[src/rtl/pdp8_panel_pkg.sv]
// Shared definitions for the PDP-8 front-panel sequencer: FSM states,
// button bit positions and status-word layout.
package pdp8_panel_pkg;

    typedef enum logic [1:0] {
        ST_IDLE    = 2'd0,
        ST_MEM     = 2'd1,
        ST_RUNNING = 2'd2
    } panel_state_t;

    localparam int NUM_BTN     = 6;
    localparam int BTN_LOAD    = 0;
    localparam int BTN_DEPOSIT = 1;
    localparam int BTN_EXAMINE = 2;
    localparam int BTN_RUN     = 3;
    localparam int BTN_HALT    = 4;
    localparam int BTN_STEP    = 5;

    localparam int YEL_RUN  = 0;
    localparam int YEL_BUSY = 1;
    localparam int YEL_ERR  = 2;

    // HALT beats everything, otherwise the lowest set bit wins.
    function automatic logic [NUM_BTN-1:0] pick_command(input logic [NUM_BTN-1:0] press);
        if (press[BTN_HALT])
            return NUM_BTN'(1) << BTN_HALT;
        return press & (~press + NUM_BTN'(1));
    endfunction

endpackage

[src/rtl/panel_button_conditioner.sv]
// Button synchronizer, rising-edge detector and shared bounce lockout.
// Emits a registered one-cycle press vector.
module panel_button_conditioner
    import pdp8_panel_pkg::*;
#(
    parameter int LOCKOUT = 65536
) (
    input  logic               CLK,
    input  logic               RESET_N,
    input  logic [NUM_BTN-1:0] buttons,
    output logic [NUM_BTN-1:0] press
);

    localparam int CW = $clog2(LOCKOUT + 1);

    logic [NUM_BTN-1:0] sync1, sync2, prev;
    logic [NUM_BTN-1:0] rise;
    logic [CW-1:0]      lock_cnt;

    assign rise = sync2 & ~prev;

    always_ff @(posedge CLK or negedge RESET_N) begin
        if (!RESET_N) begin
            sync1    <= '0;
            sync2    <= '0;
            prev     <= '0;
            press    <= '0;
            lock_cnt <= '0;
        end else begin
            sync1 <= buttons;
            sync2 <= sync1;
            prev  <= sync2;
            // Edges seen while the lockout runs are dropped, never queued.
            if (lock_cnt == '0 && |rise) begin
                press    <= rise;
                lock_cnt <= CW'(LOCKOUT);
            end else begin
                press <= '0;
                if (lock_cnt != '0)
                    lock_cnt <= lock_cnt - CW'(1);
            end
        end
    end

endmodule

[src/rtl/panel_sequencer.sv]
// Front-panel command sequencer: turns accepted button presses into memory
// transfers and CPU run/step control, and drives the panel display words.
//
// state      | meaning
// -----------+----------------------------------------------------------
// ST_IDLE    | waiting for any command
// ST_MEM     | deposit/examine in flight; only HALT is latched
// ST_RUNNING | CPU running; only HALT (or CPU self-halt) leaves
module panel_sequencer
    import pdp8_panel_pkg::*;
#(
    parameter int LOCKOUT = 65536,
    parameter int TIMEOUT = 255
) (
    input  logic        CLK,
    input  logic        RESET_N,
    input  logic [11:0] switches,
    input  logic [5:0]  buttons,
    output logic        MREQ,
    output logic        MWE,
    output logic [11:0] MADDR,
    output logic [11:0] MWDATA,
    input  logic [11:0] MRDATA,
    input  logic        MACK,
    output logic        RUN,
    output logic        STEP_PULSE,
    input  logic        CPU_HALTED,
    output logic [11:0] green,
    output logic [11:0] red,
    output logic [11:0] yellow
);

    localparam int TW = ($clog2(TIMEOUT + 1) > 8) ? $clog2(TIMEOUT + 1) : 8;

    panel_state_t state_q, state_d;
    logic [5:0]   press, cmd;
    logic [11:0]  sw1, sw2;
    logic [11:0]  pa_q, pa_d, pd_q, pd_d;
    logic [11:0]  maddr_q, maddr_d, mwdata_q, mwdata_d;
    logic         mreq_q, mreq_d, mwe_q, mwe_d;
    logic         run_q, run_d, step_q, step_d;
    logic         err_q, err_d, halt_pend_q, halt_pend_d;
    logic [TW-1:0] tcnt_q, tcnt_d;

    panel_button_conditioner #(.LOCKOUT(LOCKOUT)) u_cond (
        .CLK     (CLK),
        .RESET_N (RESET_N),
        .buttons (buttons),
        .press   (press)
    );

    assign cmd = pick_command(press);

    always_comb begin
        state_d     = state_q;
        pa_d        = pa_q;
        pd_d        = pd_q;
        maddr_d     = maddr_q;
        mwdata_d    = mwdata_q;
        mreq_d      = mreq_q;
        mwe_d       = mwe_q;
        run_d       = run_q;
        step_d      = 1'b0;
        err_d       = err_q;
        halt_pend_d = halt_pend_q;
        tcnt_d      = tcnt_q;
        case (state_q)
            ST_IDLE: begin
                halt_pend_d = 1'b0;
                if (halt_pend_q)
                    run_d = 1'b0;
                if (|cmd)
                    err_d = 1'b0;
                if (cmd[BTN_LOAD]) begin
                    pa_d = sw2;
                end else if (cmd[BTN_DEPOSIT]) begin
                    mreq_d   = 1'b1;
                    mwe_d    = 1'b1;
                    maddr_d  = pa_q;
                    mwdata_d = sw2;
                    pd_d     = sw2;
                    tcnt_d   = TW'(TIMEOUT - 1);
                    state_d  = ST_MEM;
                end else if (cmd[BTN_EXAMINE]) begin
                    mreq_d  = 1'b1;
                    mwe_d   = 1'b0;
                    maddr_d = pa_q;
                    tcnt_d  = TW'(TIMEOUT - 1);
                    state_d = ST_MEM;
                end else if (cmd[BTN_RUN]) begin
                    run_d   = 1'b1;
                    state_d = ST_RUNNING;
                end else if (cmd[BTN_STEP]) begin
                    step_d = 1'b1;
                end
            end
            ST_MEM: begin
                if (press[BTN_HALT])
                    halt_pend_d = 1'b1;
                if (MACK) begin
                    if (!mwe_q)
                        pd_d = MRDATA;
                    pa_d    = pa_q + 12'd1;
                    mreq_d  = 1'b0;
                    mwe_d   = 1'b0;
                    state_d = ST_IDLE;
                end else if (tcnt_q == '0) begin
                    mreq_d  = 1'b0;
                    mwe_d   = 1'b0;
                    err_d   = 1'b1;
                    state_d = ST_IDLE;
                end else begin
                    tcnt_d = tcnt_q - TW'(1);
                end
            end
            ST_RUNNING: begin
                if (cmd[BTN_HALT] || CPU_HALTED) begin
                    run_d   = 1'b0;
                    state_d = ST_IDLE;
                end
            end
            default: state_d = ST_IDLE;
        endcase
    end

    always_ff @(posedge CLK or negedge RESET_N) begin
        if (!RESET_N) begin
            state_q     <= ST_IDLE;
            sw1         <= '0;
            sw2         <= '0;
            pa_q        <= '0;
            pd_q        <= '0;
            maddr_q     <= '0;
            mwdata_q    <= '0;
            mreq_q      <= 1'b0;
            mwe_q       <= 1'b0;
            run_q       <= 1'b0;
            step_q      <= 1'b0;
            err_q       <= 1'b0;
            halt_pend_q <= 1'b0;
            tcnt_q      <= '0;
        end else begin
            state_q     <= state_d;
            sw1         <= switches;
            sw2         <= sw1;
            pa_q        <= pa_d;
            pd_q        <= pd_d;
            maddr_q     <= maddr_d;
            mwdata_q    <= mwdata_d;
            mreq_q      <= mreq_d;
            mwe_q       <= mwe_d;
            run_q       <= run_d;
            step_q      <= step_d;
            err_q       <= err_d;
            halt_pend_q <= halt_pend_d;
            tcnt_q      <= tcnt_d;
        end
    end

    always_comb begin
        yellow           = '0;
        yellow[YEL_RUN]  = run_q;
        yellow[YEL_BUSY] = mreq_q;
        yellow[YEL_ERR]  = err_q;
    end

    assign MREQ       = mreq_q;
    assign MWE        = mwe_q;
    assign MADDR      = maddr_q;
    assign MWDATA     = mwdata_q;
    assign RUN        = run_q;
    assign STEP_PULSE = step_q;
    assign green      = pa_q;
    assign red        = pd_q;

endmodule

[config.mk]
export PLATFORM = sky130hd
export DESIGN_NAME = panel_sequencer
export DESIGN_NICKNAME = d
export VERILOG_FILES = /design/src/rtl/pdp8_panel_pkg.sv /design/src/rtl/panel_button_conditioner.sv /design/src/rtl/panel_sequencer.sv
export SDC_FILE = /design/constraint.sdc
export NUM_CORES = 1
export LEC_CHECK = 0
export CELL_PAD_IN_SITES_DETAIL_PLACEMENT = 1
export CELL_PAD_IN_SITES_GLOBAL_PLACEMENT = 1
export CORE_UTILIZATION = 49
export CTS_CLUSTER_DIAMETER = 60
export DETAILED_ROUTE_END_ITERATION = 10
export DONT_BUFFER_PORTS = 1
export PLACE_DENSITY = 0.79
export SYNTH_ARGS = -nofsm -noshare
export SYNTH_HDL_FRONTEND = slang
export SYNTH_SLANG_ARGS = --single-unit
[constraint.sdc]
create_clock -name CLK -period 2.6 [get_ports CLK]
set_input_delay 0.52 -clock CLK [delete_from_list [all_inputs] [get_ports CLK]]
set_output_delay 0.52 -clock CLK [all_outputs]
set_load 0.03 [all_outputs]
# After elaboration in Yosys (flattened, before gate mapping)

Cells that the tools add are included.

Add/sub/neg operators: 4
Eq/ne operators: 16
Multiplexer cells: 59
Bitwise operators: 5
Reductions and logical operators: 22

Operators with widths:

| cell                                                | number |
|---|---|
| 2-to-1 mux 12 bit                                   | 8 |
| case mux 12 bit (2 select lines)                    | 2 |
| 2-to-1 mux 8 bit                                    | 5 |
| 2-to-1 mux 17 bit                                   | 2 |
| 2-to-1 mux 1 bit                                    | 25 |
| inequality test 2 bit (second input constant)       | 10 |
| 2-to-1 mux 6 bit                                    | 3 |
| zero test 17 bit                                    | 1 |
| nonzero test 17 bit                                 | 1 |
| subtractor 17 x 1 -> 17 bit (second input constant) | 1 |
| case mux 8 bit (2 select lines)                     | 1 |
| 2-to-1 mux 2 bit                                    | 7 |
| adder 12 x 1 -> 12 bit (second input constant)      | 1 |
| bitwise AND 6 bit                                   | 2 |
| inverter 6 bit                                      | 2 |
| AND reduction 4 bit                                 | 3 |
| OR reduction 6 bit                                  | 2 |
| case mux 1 bit (2 select lines)                     | 5 |
| AND reduction 5 bit                                 | 2 |
| AND reduction 3 bit                                 | 3 |
| zero test 8 bit                                     | 1 |
| nonzero test 2 bit                                  | 4 |
| subtractor 8 x 1 -> 8 bit (second input constant)   | 1 |
| adder 6 x 1 -> 6 bit (second input constant)        | 1 |
| 11 further kinds                                    | 13 |

Flip-flop bits (word level): 129
Input port bits: 34
Logic and storage cells: 125

# Depth between registers and ports, before layout

Depth in word-level cells: 10
Depth in mapped cells: 7
Mapped depth without buffers: 6

# Cells and area by module

Synthesis repeated with hierarchy kept, for this count alone.

Cell total of the unflattened synthesis: 485
Area total of the unflattened synthesis: 5348.9 µm²

Modules (own cells, without submodules):

| module                   | instances | cells an instance | area each (µm²) | sequential area each (µm²) |
|---|---|---|---|---|
| panel_sequencer          | 1         | 358               | 3727.3          | 2202.1 |
| panel_button_conditioner | 1         | 127               | 1621.6          | 1026.0 |

# Least setup slack after synthesis

Ideal clock, no wire load.

Path kind: register to register
Start point: register pa_q[0], in the netlist green[0]
End point: register pa_q[10], in the netlist green[10]
Library setup time: 0.087 ns
Data arrival time: 1.827 ns
Path slack: 0.686 ns
Stages on the path, launching flop included: 6
Buffers on the path: 0
Cells stage by stage: dfrtp_1 > ha_1 > inv_1 > or3_1 > o41a_1 > o211ai_1

Longest elaborated chain between the ends: 3

Ends and longest elaborated chain:

| item                             | RTL line               | RTL |
|---|---|---|
| start: declaration               | panel_sequencer.sv:38  | `logic [11:0] pa_q, pa_d, pd_q, pd_d;` |
| start signal: assignment         | panel_sequencer.sv:146 | `pa_q <= pa_d;` |
| adder 12 x 1 -> 12 bit           | panel_sequencer.sv:103 | `pa_d = pa_q + 12'd1;` |
| 2-to-1 mux 12 bit                | panel_sequencer.sv:100 | `if (MACK) begin` |
| case mux 12 bit (2 select lines) | panel_sequencer.sv:67  | `case (state_q)` |

Every way passes these cells. The select of a mux whose other input is x is not followed.
A chain may end at the register's enable or synchronous reset.

# Worst setup path after layout

Start point: register u_cond.lock_cnt[0]
End point: register u_cond.lock_cnt[3]

Longest elaborated chain between the ends: 3

Ends and longest elaborated chain:

| item                                                            | RTL line                                                       | RTL |
|---|---|---|
| start: declaration                                              | panel_button_conditioner.sv:18                                 | `logic [CW-1:0] lock_cnt;` |
| start signal: assignment                                        | panel_button_conditioner.sv:36                                 | `lock_cnt <= CW'(LOCKOUT);` |
| start signal: assignment                                        | panel_button_conditioner.sv:40                                 | `lock_cnt <= lock_cnt - CW'(1);` |
| subtractor 17 x 1 -> 17 bit or zero test 17 bit (tied branches) | panel_button_conditioner.sv:40, panel_button_conditioner.sv:34 |  |
| 2-to-1 mux 17 bit or logical AND 1 bit (tied branches)          | panel_button_conditioner.sv:39, panel_button_conditioner.sv:34 |  |
| 2-to-1 mux 17 bit or nonzero test 2 bit (tied branches)         | --                                                             |  |

Parallel ways exist; a longest one is shown, timed or not. The select of a mux whose other input is x is not followed.

==> key figures <==
Routing
  • Post-route ant nets: 0
  • Total detailed-routing wirelength: 12,950 um
  • DR vias: 3,714
  • Remaining DRCs: 0
  • Via-per-instance ratio: 5.803
  • First DRT Iteration DRCs: 229
  • Drt wl/cell: 20.23 um
  • First-pass detailed-route iteration total: 4

Layout
  • Nets: 530
  • Diodes inserted: 0
  • Most common cell after layout, fill and taps aside: dfrtp_1
  • Area grow syn2layout: 17.38%
  • Filler instances: 1,065
  • Layout Cells excl Fill: 640
  • Most frequent cells in the layout: dfrtp_1, nand2_1, nor2_1, a21oi_1
  • Layout cell share with drive strength beyond 1: 13.29%

Floorplanning
  • Cell Rows: 37
  • Die Area: 11,110 um2
  • Ports: 98
  • Initial core utilization: 50.76%
  • Core Box Area: 10,320 um2
  • Die Width: 105.4 um
  • Die Span Y: 105.4 um

Pwr
  • Register share of total power: 45.9%
  • Power Dens Cells: 847.9 nW/um2
  • P_sw: 1283 uW
  • Maximum VDD drop: 0.6467 mV
  • Combinational power share: 5.1%
  • Internal power: 3932 uW
  • Clock Power Share: 49.0%
  • Net Sw Frac: 24.60%
  • Leak: 0.002712 uW

GRT
  • Grt total ovfl: 0
  • Total track usage: 24.17%
  • Vias in the first global route: 3,846
  • Initial antenna violation count: 0
  • First-pass GRT wire length: 20,200 um
  • Largest net degree at the start of global routing: 130

Timing
  • Final Hold Violating Endpoints: 129
  • Final setup fails: 0
  • Worst-Margin Slew: 1.157 ns
  • Worst rel slew slack: 22.84%
  • Setup_tns: 0 ns
  • Tmin final: 2.286 ns
  • Hold Slack: -0.3099 ns
  • Fmax: 437.4 MHz
  • Final Cycle Share: 87.92%
  • Max Slew Vio Count: 0
  • RSZ-0062 raised after global routing: no
  • Final Skew: 0.01141 ns

Clock tree
  • Clock buffer depth: 2
  • Resized Gates After CTS: 0
  • Clk root buf: clkbuf_8
  • Clock slew at reported path FFs: 0.06 ns
  • CTS tree: built
  • H-tree lvl count: 4
  • CTS buffer count: 17
  • Clk sinks: 129
  • Clock Latency Late Sink: 0.52 ns

Logic synthesis
  • Post-Syn Area: 5240 um2
  • Largest cells by area after synthesis: dfrtp_1, nand2_1, mux2_2, a31oi_1, buf_4
  • YS warnings: 0
  • Synth Register Bits: 129
  • Post-synth EDFFs: 0
  • Cell taking the most area after synthesis: dfrtp_1
  • Post-synthesis sequential area ratio: 61.60%
  • Syn Area/Cell: 11.22 um2
  • Main flop type after synthesis: dfrtp_1
  • Synth cell types: 57
  • Share of the synthesized area in the top cell type: 61.60%
  • Mapped Cells: 467
  • Asr flop ratio synth: 100.0%

Setup path
  • Critical setup path kind: reg -> reg
  • Register-to-register setup slack: 0.31 ns
  • Crit start category: flop
  • FF-to-FF path depth: 6
  • Worst EP arrival: 2.66 ns
  • Critical Path End Type: flop
  • Req. time, crit path: 2.97 ns
  • Worst r2r src: u_cond.lock_cnt[0]
  • Worst R2R End: u_cond.lock_cnt[3]
  • Crit Path Max Fanout: 10

Flow run
  • Max-cap viol count: 0

Min path
  • Min-delay worst type: in -> async

Place
  • GPL Wtd Cong: 0.7536
  • Final HPWL DP: 8089 um
  • Inst Count DP: 590
  • Count of port buffers added during placement: 0

Status
  • Status: complete, but fails checks
  • Failing checks: hold timing
## sequential cells by signal, indices dropped and copies added (netlist names)
name and cells:
u_cond.lock_cnt 17, MADDR 12, MWDATA 12, green 12, red 12, sw1 12
sw2 12, tcnt_q 8, u_cond.press 6, u_cond.prev 6, u_cond.sync1 6, u_cond.sync2 6
state_q 2, MREQ 1, MWE 1, RUN 1, STEP_PULSE 1, err_q 1
halt_pend_q 1
## cell type report
| type | count | area (um2) | area share, % |
|---|---|---|---|
| Multi-Input combinational cell | 305 | 1819 | 29.58 |
| Clock buffer | 18 | 427.9 | 6.957 |
| Timing Repair Buffer | 28 | 255.2 | 4.150 |
| Clock inverter | 14 | 212.7 | 3.458 |
| Tap cell | 136 | 170.2 | 2.766 |
| Sequential cell | 129 | 3228 | 52.48 |
| Inverter | 10 | 37.54 | 0.6103 |
## per-stage QoR
stage | power (uW) | worst slack, ns | hold WS, ns | instance area, um2 | util, %
final | 5215 | 0.3140 | -0.3099 | 6151 | 59.58
after global routing | 5396 | 0.1492 | -0.3454 | 6151 | 59.58
after CTS | 5222 | 0.3785 | -0.3325 | 5971 | 57.84
after detailed placement | 2648 | 0.4864 | 0.2273 | 5330 | 51.63
after global placement | 2615 | 0.5859 | 0.2273 | 5330 | 51.63
after floorplan | 2555 | 0.6862 | 0.2244 | 5270 | -
## how the worst max path moves through the flow
stage                             from                  to  slack (ns)
detailed placement  u_cond.lock_cnt[0]  u_cond.lock_cnt[0]        0.49
global placement    u_cond.lock_cnt[0]  u_cond.lock_cnt[0]        0.59
global route        u_cond.lock_cnt[0]  u_cond.lock_cnt[3]        0.15
floorplan                     green[0]           green[10]        0.69
finish              u_cond.lock_cnt[0]  u_cond.lock_cnt[3]        0.31
CTS                 u_cond.lock_cnt[0]  u_cond.lock_cnt[3]        0.38
## power by group through the flow
stage	combinational, uW	clock, uW	sequential [uW]
floorplan	188	0	2370
global placement	216	0	2400
detailed placement	235	0	2410
CTS	241	2590	2390
global route	293	2690	2410
finish	268	2560	2390
## per-layer routing
metal  GRT usage, %  part of all wire, %  vias up
met5              0                    0        -
met4          9.960                  2.5        0
met3          7.854                  5.5       24
met2          39.29                   51       99
met1          29.80                   41     1915
li1               -                    -     1676
## cells in the mapped netlist (3+ instances only)
cell,n
o31ai_1,8
nand3_1,8
xor2_1,5
o21ai_0,18
nand2b_1,4
nor4_1,5
a31oi_1,17
nor2_1,24
buf_2,9
or4_1,4
o211ai_1,3
inv_1,10
or2_2,4
clkbuf_1,6
nand2_1,76
nor3_1,9
ha_1,5
o31a_1,4
a211oi_1,5
and3_1,7
mux2_2,13
or3_1,5
o41ai_1,4
a21oi_1,19
o22ai_1,4
and2_1,5
dfrtp_1,129
mux2i_1,3
nor2b_1,6
buf_4,14
## worst max-delay path, stage by stage (launching register included)
cell and delay, ns:
dfrtp_1 0.42, inv_1 0.15, ha_1 0.21, or4b_4 0.49, nor3_4 0.26, and2_1 0.41, o21ai_0 0.19
## what timing repair did
action                                  in CTS  in global routing
endpoints found under the setup margin       0                  0
hold endpoints to repair                   129                147
buffers inserted                             0                  0
## kinds of logic (layout without fill, tap and decap cells)
group                      count (synthesis)  in the layout  share of synthesized area (%)
buffers and inverters                     41             70                          4.298
adders and majority gates                  5              5                          1.194
other                                      1              9                        0.07156
xor gates and xnor gates                   5              5                         0.8357
and+or+nand+nor                          175            175                          16.86
AOI/OAI and AO/OA                         95             95                          11.77
DFF                                      129            129                          61.60
muxes                                     16             16                          3.367
No activity file was read; power rests on OpenSTA's default activity.
